--- config.mk ---
export PLATFORM = sky130hd
export DESIGN_NAME = mc_cpu
export DESIGN_NICKNAME = d
export VERILOG_FILES = /design/src/rtl/mc_cpu_pkg.sv /design/src/rtl/mc_cpu_regfile.sv /design/src/rtl/mc_cpu.sv
export SDC_FILE = /design/constraint.sdc
export NUM_CORES = 2
export LEC_CHECK = 0
export CAP_MARGIN = 20
export CORE_UTILIZATION = 50
export CTS_BUF_LIST = sky130_fd_sc_hd__clkbuf_4 sky130_fd_sc_hd__clkbuf_8 sky130_fd_sc_hd__clkbuf_16
export CTS_CLUSTER_SIZE = 30
export DETAILED_ROUTE_END_ITERATION = 12
export PLACE_DENSITY = 0.63
export REMOVE_ABC_BUFFERS = 1
export SLEW_MARGIN = 20
export SYNTH_ARGS = -nofsm -noshare
export SYNTH_HDL_FRONTEND = slang
export SYNTH_SLANG_ARGS = --single-unit
export TNS_END_PERCENT = 30
--- constraint.sdc ---
create_clock -name clock -period 11.58 [get_ports clock]
set_input_delay 3.474 -clock clock [delete_from_list [all_inputs] [get_ports clock]]
set_output_delay 3.474 -clock clock [all_outputs]
set_load 0.05 [all_outputs]
--- src/rtl/mc_cpu_pkg.sv ---
// Shared encodings and enums for the multi-cycle MIPS-subset core.
package mc_cpu_pkg;

  localparam int unsigned INSTR_W = 32;

  localparam logic [5:0] OP_RFMT = 6'h00;
  localparam logic [5:0] OP_ADDI = 6'h08;
  localparam logic [5:0] OP_LW   = 6'h23;
  localparam logic [5:0] OP_SW   = 6'h2B;
  localparam logic [5:0] OP_BEQ  = 6'h04;
  localparam logic [5:0] OP_BNE  = 6'h05;

  localparam logic [5:0] FN_ADD = 6'h20;
  localparam logic [5:0] FN_SUB = 6'h22;
  localparam logic [5:0] FN_AND = 6'h24;
  localparam logic [5:0] FN_OR  = 6'h25;
  localparam logic [5:0] FN_SLT = 6'h2A;

  typedef enum logic [2:0] {
    S_FETCH,
    S_DECODE,
    S_EXEC,
    S_MEM,
    S_WB,
    S_TRAP
  } state_e;

  typedef enum logic [2:0] {
    ALU_ADD,
    ALU_SUB,
    ALU_AND,
    ALU_OR,
    ALU_SLT
  } alu_op_e;

endpackage

--- src/rtl/mc_cpu_regfile.sv ---
// Register file: two asynchronous read ports, one synchronous write port, R0 hardwired to zero.
module mc_regfile
  import mc_cpu_pkg::*;
#(
  parameter int unsigned DATA_W = 32,
  parameter int unsigned NREGS  = 32,
  parameter int unsigned IDX_W  = 5
) (
  input  logic              clock,
  input  logic              reset,
  input  logic [IDX_W-1:0]  raddr_a_i,
  input  logic [IDX_W-1:0]  raddr_b_i,
  output logic [DATA_W-1:0] rdata_a_o_c,
  output logic [DATA_W-1:0] rdata_b_o_c,
  input  logic              we_i,
  input  logic [IDX_W-1:0]  waddr_i,
  input  logic [DATA_W-1:0] wdata_i
);

  logic [DATA_W-1:0] regs_q [NREGS];

  // Writes to index 0 are dropped so R0 keeps its reset value of zero.
  always_ff @(posedge clock) begin
    if (!reset) begin
      for (int unsigned i = 0; i < NREGS; i++) regs_q[i] <= '0;
    end else if (we_i && (waddr_i != '0)) begin
      regs_q[waddr_i] <= wdata_i;
    end
  end

  assign rdata_a_o_c = (raddr_a_i == '0) ? '0 : regs_q[raddr_a_i];
  assign rdata_b_o_c = (raddr_b_i == '0) ? '0 : regs_q[raddr_b_i];

endmodule

--- src/rtl/mc_cpu.sv ---
// Multi-cycle MIPS-subset core: one FSM drives fetch/decode/execute/memory/writeback
// over a single req/ready memory port.
module mc_cpu
  import mc_cpu_pkg::*;
#(
  parameter int unsigned       DATA_W   = 32,
  parameter int unsigned       ADDR_W   = 32,
  parameter int unsigned       NREGS    = 32,
  parameter logic [ADDR_W-1:0] RESET_PC = '0
) (
  input  logic              clock,
  input  logic              reset,
  output logic              mem_req,
  output logic              mem_we,
  output logic [ADDR_W-1:0] mem_addr,
  output logic [DATA_W-1:0] mem_wdata,
  input  logic [DATA_W-1:0] mem_rdata,
  input  logic              mem_ready,
  output logic [ADDR_W-1:0] pc_out,
  output logic              retire,
  output logic              trap
);

  localparam int unsigned IDX_W = (NREGS > 1) ? $clog2(NREGS) : 1;

  state_e              state_q, state_d;
  logic [ADDR_W-1:0]   pc_q, pc_d;
  logic [INSTR_W-1:0]  ir_q, ir_d;
  logic [DATA_W-1:0]   a_q, a_d, b_q, b_d, imm_q, imm_d;
  logic [DATA_W-1:0]   aluout_q, aluout_d, mdr_q, mdr_d;
  logic                mem_req_q, mem_req_d, mem_we_q, mem_we_d;
  logic                retire_q, retire_d, trap_q, trap_d;
  logic [ADDR_W-1:0]   mem_addr_q, mem_addr_d;
  logic [DATA_W-1:0]   mem_wdata_q, mem_wdata_d;

  logic [5:0]          opcode_c, funct_c;
  logic [IDX_W-1:0]    rs_c, rt_c, rd_c;
  logic [DATA_W-1:0]   rdata_a_c, rdata_b_c;
  alu_op_e             alu_op_c;
  logic                legal_c, xfer_done_c, taken_c;
  logic [DATA_W-1:0]   alu_b_c, alu_c;
  logic [ADDR_W-1:0]   pc_plus4_c, br_target_c, data_addr_c;
  logic                rf_we_c;
  logic [IDX_W-1:0]    rf_waddr_c;
  logic [DATA_W-1:0]   rf_wdata_c;
  logic                unused_c;

  assign opcode_c = ir_q[31:26];
  assign funct_c  = ir_q[5:0];
  assign rs_c     = IDX_W'(ir_q[25:21]);
  assign rt_c     = IDX_W'(ir_q[20:16]);
  assign rd_c     = IDX_W'(ir_q[15:11]);
  assign unused_c = ^ir_q[25:6];

  // Legality and ALU operation from opcode/funct.
  always_comb begin
    alu_op_c = ALU_ADD;
    legal_c  = 1'b1;
    case (opcode_c)
      OP_RFMT: begin
        case (funct_c)
          FN_ADD:  alu_op_c = ALU_ADD;
          FN_SUB:  alu_op_c = ALU_SUB;
          FN_AND:  alu_op_c = ALU_AND;
          FN_OR:   alu_op_c = ALU_OR;
          FN_SLT:  alu_op_c = ALU_SLT;
          default: legal_c  = 1'b0;
        endcase
      end
      OP_ADDI, OP_LW, OP_SW, OP_BEQ, OP_BNE: alu_op_c = ALU_ADD;
      default: legal_c = 1'b0;
    endcase
  end

  assign alu_b_c = (opcode_c == OP_RFMT) ? b_q : imm_q;

  always_comb begin
    case (alu_op_c)
      ALU_SUB: alu_c = a_q - alu_b_c;
      ALU_AND: alu_c = a_q & alu_b_c;
      ALU_OR:  alu_c = a_q | alu_b_c;
      ALU_SLT: alu_c = ($signed(a_q) < $signed(alu_b_c)) ? DATA_W'(1) : '0;
      default: alu_c = a_q + alu_b_c;
    endcase
  end

  assign taken_c     = (opcode_c == OP_BEQ) ? (a_q == b_q) : (a_q != b_q);
  assign pc_plus4_c  = pc_q + ADDR_W'(4);
  assign br_target_c = pc_plus4_c + (ADDR_W'($signed(imm_q)) << 2);
  assign data_addr_c = ADDR_W'(alu_c) & ~ADDR_W'(3);
  assign xfer_done_c = mem_req_q && mem_ready;

  assign rf_we_c    = (state_q == S_WB);
  assign rf_waddr_c = (opcode_c == OP_RFMT) ? rd_c : rt_c;
  assign rf_wdata_c = (opcode_c == OP_LW) ? mdr_q : aluout_q;

  mc_regfile #(
    .DATA_W (DATA_W),
    .NREGS  (NREGS),
    .IDX_W  (IDX_W)
  ) u_regfile (
    .clock       (clock),
    .reset       (reset),
    .raddr_a_i   (rs_c),
    .raddr_b_i   (rt_c),
    .rdata_a_o_c (rdata_a_c),
    .rdata_b_o_c (rdata_b_c),
    .we_i        (rf_we_c),
    .waddr_i     (rf_waddr_c),
    .wdata_i     (rf_wdata_c)
  );

  // Next-state and datapath register updates.
  always_comb begin
    state_d     = state_q;
    pc_d        = pc_q;
    ir_d        = ir_q;
    a_d         = a_q;
    b_d         = b_q;
    imm_d       = imm_q;
    aluout_d    = aluout_q;
    mdr_d       = mdr_q;
    mem_addr_d  = mem_addr_q;
    mem_wdata_d = mem_wdata_q;
    retire_d    = 1'b0;

    case (state_q)
      S_FETCH: begin
        if (xfer_done_c) begin
          ir_d    = INSTR_W'(mem_rdata);
          state_d = S_DECODE;
        end
      end
      S_DECODE: begin
        a_d     = rdata_a_c;
        b_d     = rdata_b_c;
        imm_d   = DATA_W'($signed(ir_q[15:0]));
        state_d = legal_c ? S_EXEC : S_TRAP;
      end
      S_EXEC: begin
        aluout_d = alu_c;
        case (opcode_c)
          OP_BEQ, OP_BNE: begin
            pc_d     = taken_c ? br_target_c : pc_plus4_c;
            retire_d = 1'b1;
            state_d  = S_FETCH;
          end
          OP_LW, OP_SW: state_d = S_MEM;
          default:      state_d = S_WB;
        endcase
      end
      S_MEM: begin
        if (xfer_done_c) begin
          if (opcode_c == OP_LW) begin
            mdr_d   = mem_rdata;
            state_d = S_WB;
          end else begin
            pc_d     = pc_plus4_c;
            retire_d = 1'b1;
            state_d  = S_FETCH;
          end
        end
      end
      S_WB: begin
        pc_d     = pc_plus4_c;
        retire_d = 1'b1;
        state_d  = S_FETCH;
      end
      default: state_d = S_TRAP;
    endcase

    // Port outputs are derived from the next state so they are valid on state entry
    // and stay constant while a transfer waits.
    mem_req_d = (state_d == S_FETCH) || (state_d == S_MEM);
    mem_we_d  = (state_d == S_MEM) && (opcode_c == OP_SW);
    trap_d    = (state_d == S_TRAP);
    if (state_d == S_FETCH) begin
      mem_addr_d = pc_d;
    end else if ((state_d == S_MEM) && (state_q == S_EXEC)) begin
      mem_addr_d = data_addr_c;
      if (opcode_c == OP_SW) mem_wdata_d = b_q;
    end
  end

  always_ff @(posedge clock) begin
    if (!reset) begin
      state_q     <= S_FETCH;
      pc_q        <= RESET_PC;
      ir_q        <= '0;
      a_q         <= '0;
      b_q         <= '0;
      imm_q       <= '0;
      aluout_q    <= '0;
      mdr_q       <= '0;
      mem_req_q   <= 1'b0;
      mem_we_q    <= 1'b0;
      mem_addr_q  <= '0;
      mem_wdata_q <= '0;
      retire_q    <= 1'b0;
      trap_q      <= 1'b0;
    end else begin
      state_q     <= state_d;
      pc_q        <= pc_d;
      ir_q        <= ir_d;
      a_q         <= a_d;
      b_q         <= b_d;
      imm_q       <= imm_d;
      aluout_q    <= aluout_d;
      mdr_q       <= mdr_d;
      mem_req_q   <= mem_req_d;
      mem_we_q    <= mem_we_d;
      mem_addr_q  <= mem_addr_d;
      mem_wdata_q <= mem_wdata_d;
      retire_q    <= retire_d;
      trap_q      <= trap_d;
    end
  end

  assign mem_req   = mem_req_q;
  assign mem_we    = mem_we_q;
  assign mem_addr  = mem_addr_q;
  assign mem_wdata = mem_wdata_q;
  assign pc_out    = pc_q;
  assign retire    = retire_q;
  assign trap      = trap_q;

endmodule

==> metrics.txt <==
run status=complete, no violations; gpl congestion=1.03; main combinational cell family by area after synthesis=multiplexers; I/O pins=135; Yosys warnings=0; Die H=377 um; Synth area leader=edfxtp_1; Gates resized, CTS repair=0; XOR/XNOR Fraction of Synth Area=under 10%; H-tree depth reported by CTS=4; Max Clock Freq=0.154 GHz; final hold vios=0; Worst R2R Path Depth=17; Total GRT Usage=a little over a third; share of cells above drive strength 1=between 10% and 20%; Post-Synth Simple-Gate Area=11.9%; most common cell in the netlist=nor2_1; remaining global-route overflow=0; first-pass GRT wire length=roughly 350000 um; clk_skew=0.0317 ns; Net Sw Power=approximately 4.5 mW; VDD IR max=approximately 0.00014 V; vias in the first global route=roughly 47000; Detail Route Antenna Nets=0; clock-pin slew on the worst setup and hold paths=0.06 ns; Critical Path RT=11.99 ns; Gate power share=26.0%; setup repair after global routing missed its margin=false; synthesized instance count=5708; P_leak=25.4 nW; CTS tree=done; final cell count without fillers=7599; post-synthesis compound-gate area fraction=under 10%; sequential cell area fraction in the yosys report=51.9%; DR WL/cell=around 33 um; deepest clock path buffer count=3; largest net degree at the start of global routing=115; worst hold slack=0.453 ns; Synth area leaders=edfxtp_1, mux4_2, dfxtp_1; # port buffers=130; max_cap viols=0; root buffer cell=clkbuf_16; FP Rows=between 100 and 150; fin area=78000 um^2; CP max FO=104; drt first pass iters=6; post-route setup TNS=0 ns; Avg Inst Size Synth=12.3 um^2; switch share=33.1%; mux contribution to synthesized area=22.1%; Crit path arrival time=6.90 ns; Crit. Startpoint=reset; post-CTS setup buffers=0; average vias per placed instance=6.72; Routed WL=249000 um; adder and majority gate portion of the synthesized area=approximately 2.4%; area post-placement=about 73000 um^2; worst-skew pair later-pin latency=0.81 ns; prevailing post-synth register cell=edfxtp_1; Hold Path Origin=mem_wdata[25]; routed via count=51100; Final setup viols=0; CP Launch Type=input port; Worst Max-Slew Pin Slew=1.31 ns; fin crit share=56.0%; hpwl dp=about 170000 um; Seq cells post-synth=1309; area grow syn2layout=11.1%; antenna violations before repair=16; Worst Hold Class=reg -> reg; Total Power=13.5 mW; Placed Cells=about 7300; Max Transition Viols Final=0; number of DRC markers in iteration 0=between 8000 and 9000; post-place setup slack=~4.4 ns; hold_buf cts=0; synth unique cells=101; Chip Width=377 um; Post-synth top cells=nor2_1, edfxtp_1, mux4_2; post-synthesis cell area=70200 um^2; R2R Path Start=ir_q[29]; worst hold path depth=2; Setup crit end kind=register; number of synthesized flops with an enable pin=1024; final net count=5787; core area=139000 um^2; Pint=9.03 mW; Setup Crit Path Kind=in -> reg; initial core utilization=between 50% and 60%; Pwr per Cell Area=around 170 nW/um^2; Clk network pwr share=33.4%; clk sink count=1309; DIE AREA=142000 um^2; async set-reset flop share out of synthesis=0%; Final min period=6.49 ns; Num CTS Buffers=between 100 and 150; sequential share of power=40.6%; Yosys top cell area share=43.8%; Residual DRC=0; relative slew slack=12.8%; Core Util, Final=56.0%; fin worst setup slack=5.09 ns
## critical path, cell delays in order
cell and delay [ns]:
buf_4 0.12, inv_8 0.14, or3_1 0.75, a21oi_1 0.67, nand2_2 0.67, nand2_2 0.98
## final cells by class
| cell class | count | area [um^2] |
|---|---|---|
| fillers | 11300 | 61400 |
| flip-flops and latches | 1309 | 36500 |
| multi-input cells | 3808 | 32000 |
| clock buffers | 193 | 4020 |
| well taps | 1876 | 2350 |
| repair buffers | 239 | 2180 |
| clock inverters | 53 | 557 |
| inverters | 117 | 447 |
| diodes | 4 | 10.0 |
## layout by cell type (no fill, tap or decap), drive strengths merged, types with 11 or more instances in the layout
cell type / instances
nand2b: 16
nor2b: 13
nand3: 53
o211ai: 22
conb: 36
xnor2: 32
and2: 28
ha: 130
a22oi: 14
dfxtp: 285
a21o: 52
clkdlybuf4s50: 129
clkinv: 41
nand2: 479
o31ai: 12
xor2: 52
o21bai: 11
nand4: 20
mux4: 640
o22ai: 16
edfxtp: 1024
o21ai: 99
clkbuf: 193
and3: 26
a31oi: 24
nor3: 38
o221ai: 17
or3: 16
mux2i: 108
buf: 110
nor4: 23
inv: 122
a222oi: 11
o21a: 16
a21oi: 334
a211oi: 41
nor2: 1293
## per-layer routing
layer,global-route usage (%),vias to the layer above,share of wire [%]
met5,0,-,0.022
met4,15.2,8,4.9
met3,9.82,448,14
met2,50.3,3622,43
met1,49.8,26000,38
li1,-,21100,-
## logic make-up (layout without fill, tap and decap cells)
kind of cell	after synthesis	count (layout)
simple gates	2037	2037
xor+xnor	84	84
compound gates	769	769
fa+ha+maj	133	133
mux	749	749
other cells	1	40
buf+inv	626	602
flops	1309	1309
## final timing paths
| check | to | slack [ns] |
|---|---|---|
| hold reg to reg | mem_wdata[25] | 0.45 |
| setup / recovery | u_regfile.regs_q[29][30] | 5.09 |
| setup reg to reg | mem_addr[23] | 5.66 |
| hold / removal | mem_wdata[25] | 0.45 |
## power groups by stage
stage / combinational (mW) / clock (mW) / sequential, mW
after floorplan: 2.21 / 0 / 5.68
after global placement: 3.37 / 0 / 5.56
after detailed placement: 3.37 / 0 / 5.57
after CTS: 3.39 / 4.54 / 5.48
after global routing: 3.59 / 4.71 / 5.50
final: 3.51 / 4.52 / 5.48
## registers in the layout (all words and copies together) (netlist names), 16 cells and up, named ones only
name              cells
u_regfile.regs_q   1024
a_q                  32
aluout_q             32
b_q                  32
ir_q                 32
mdr_q                32
mem_wdata            32
mem_addr             30
pc_out               30
imm_q                16
(Power assumes the default switching activity.)
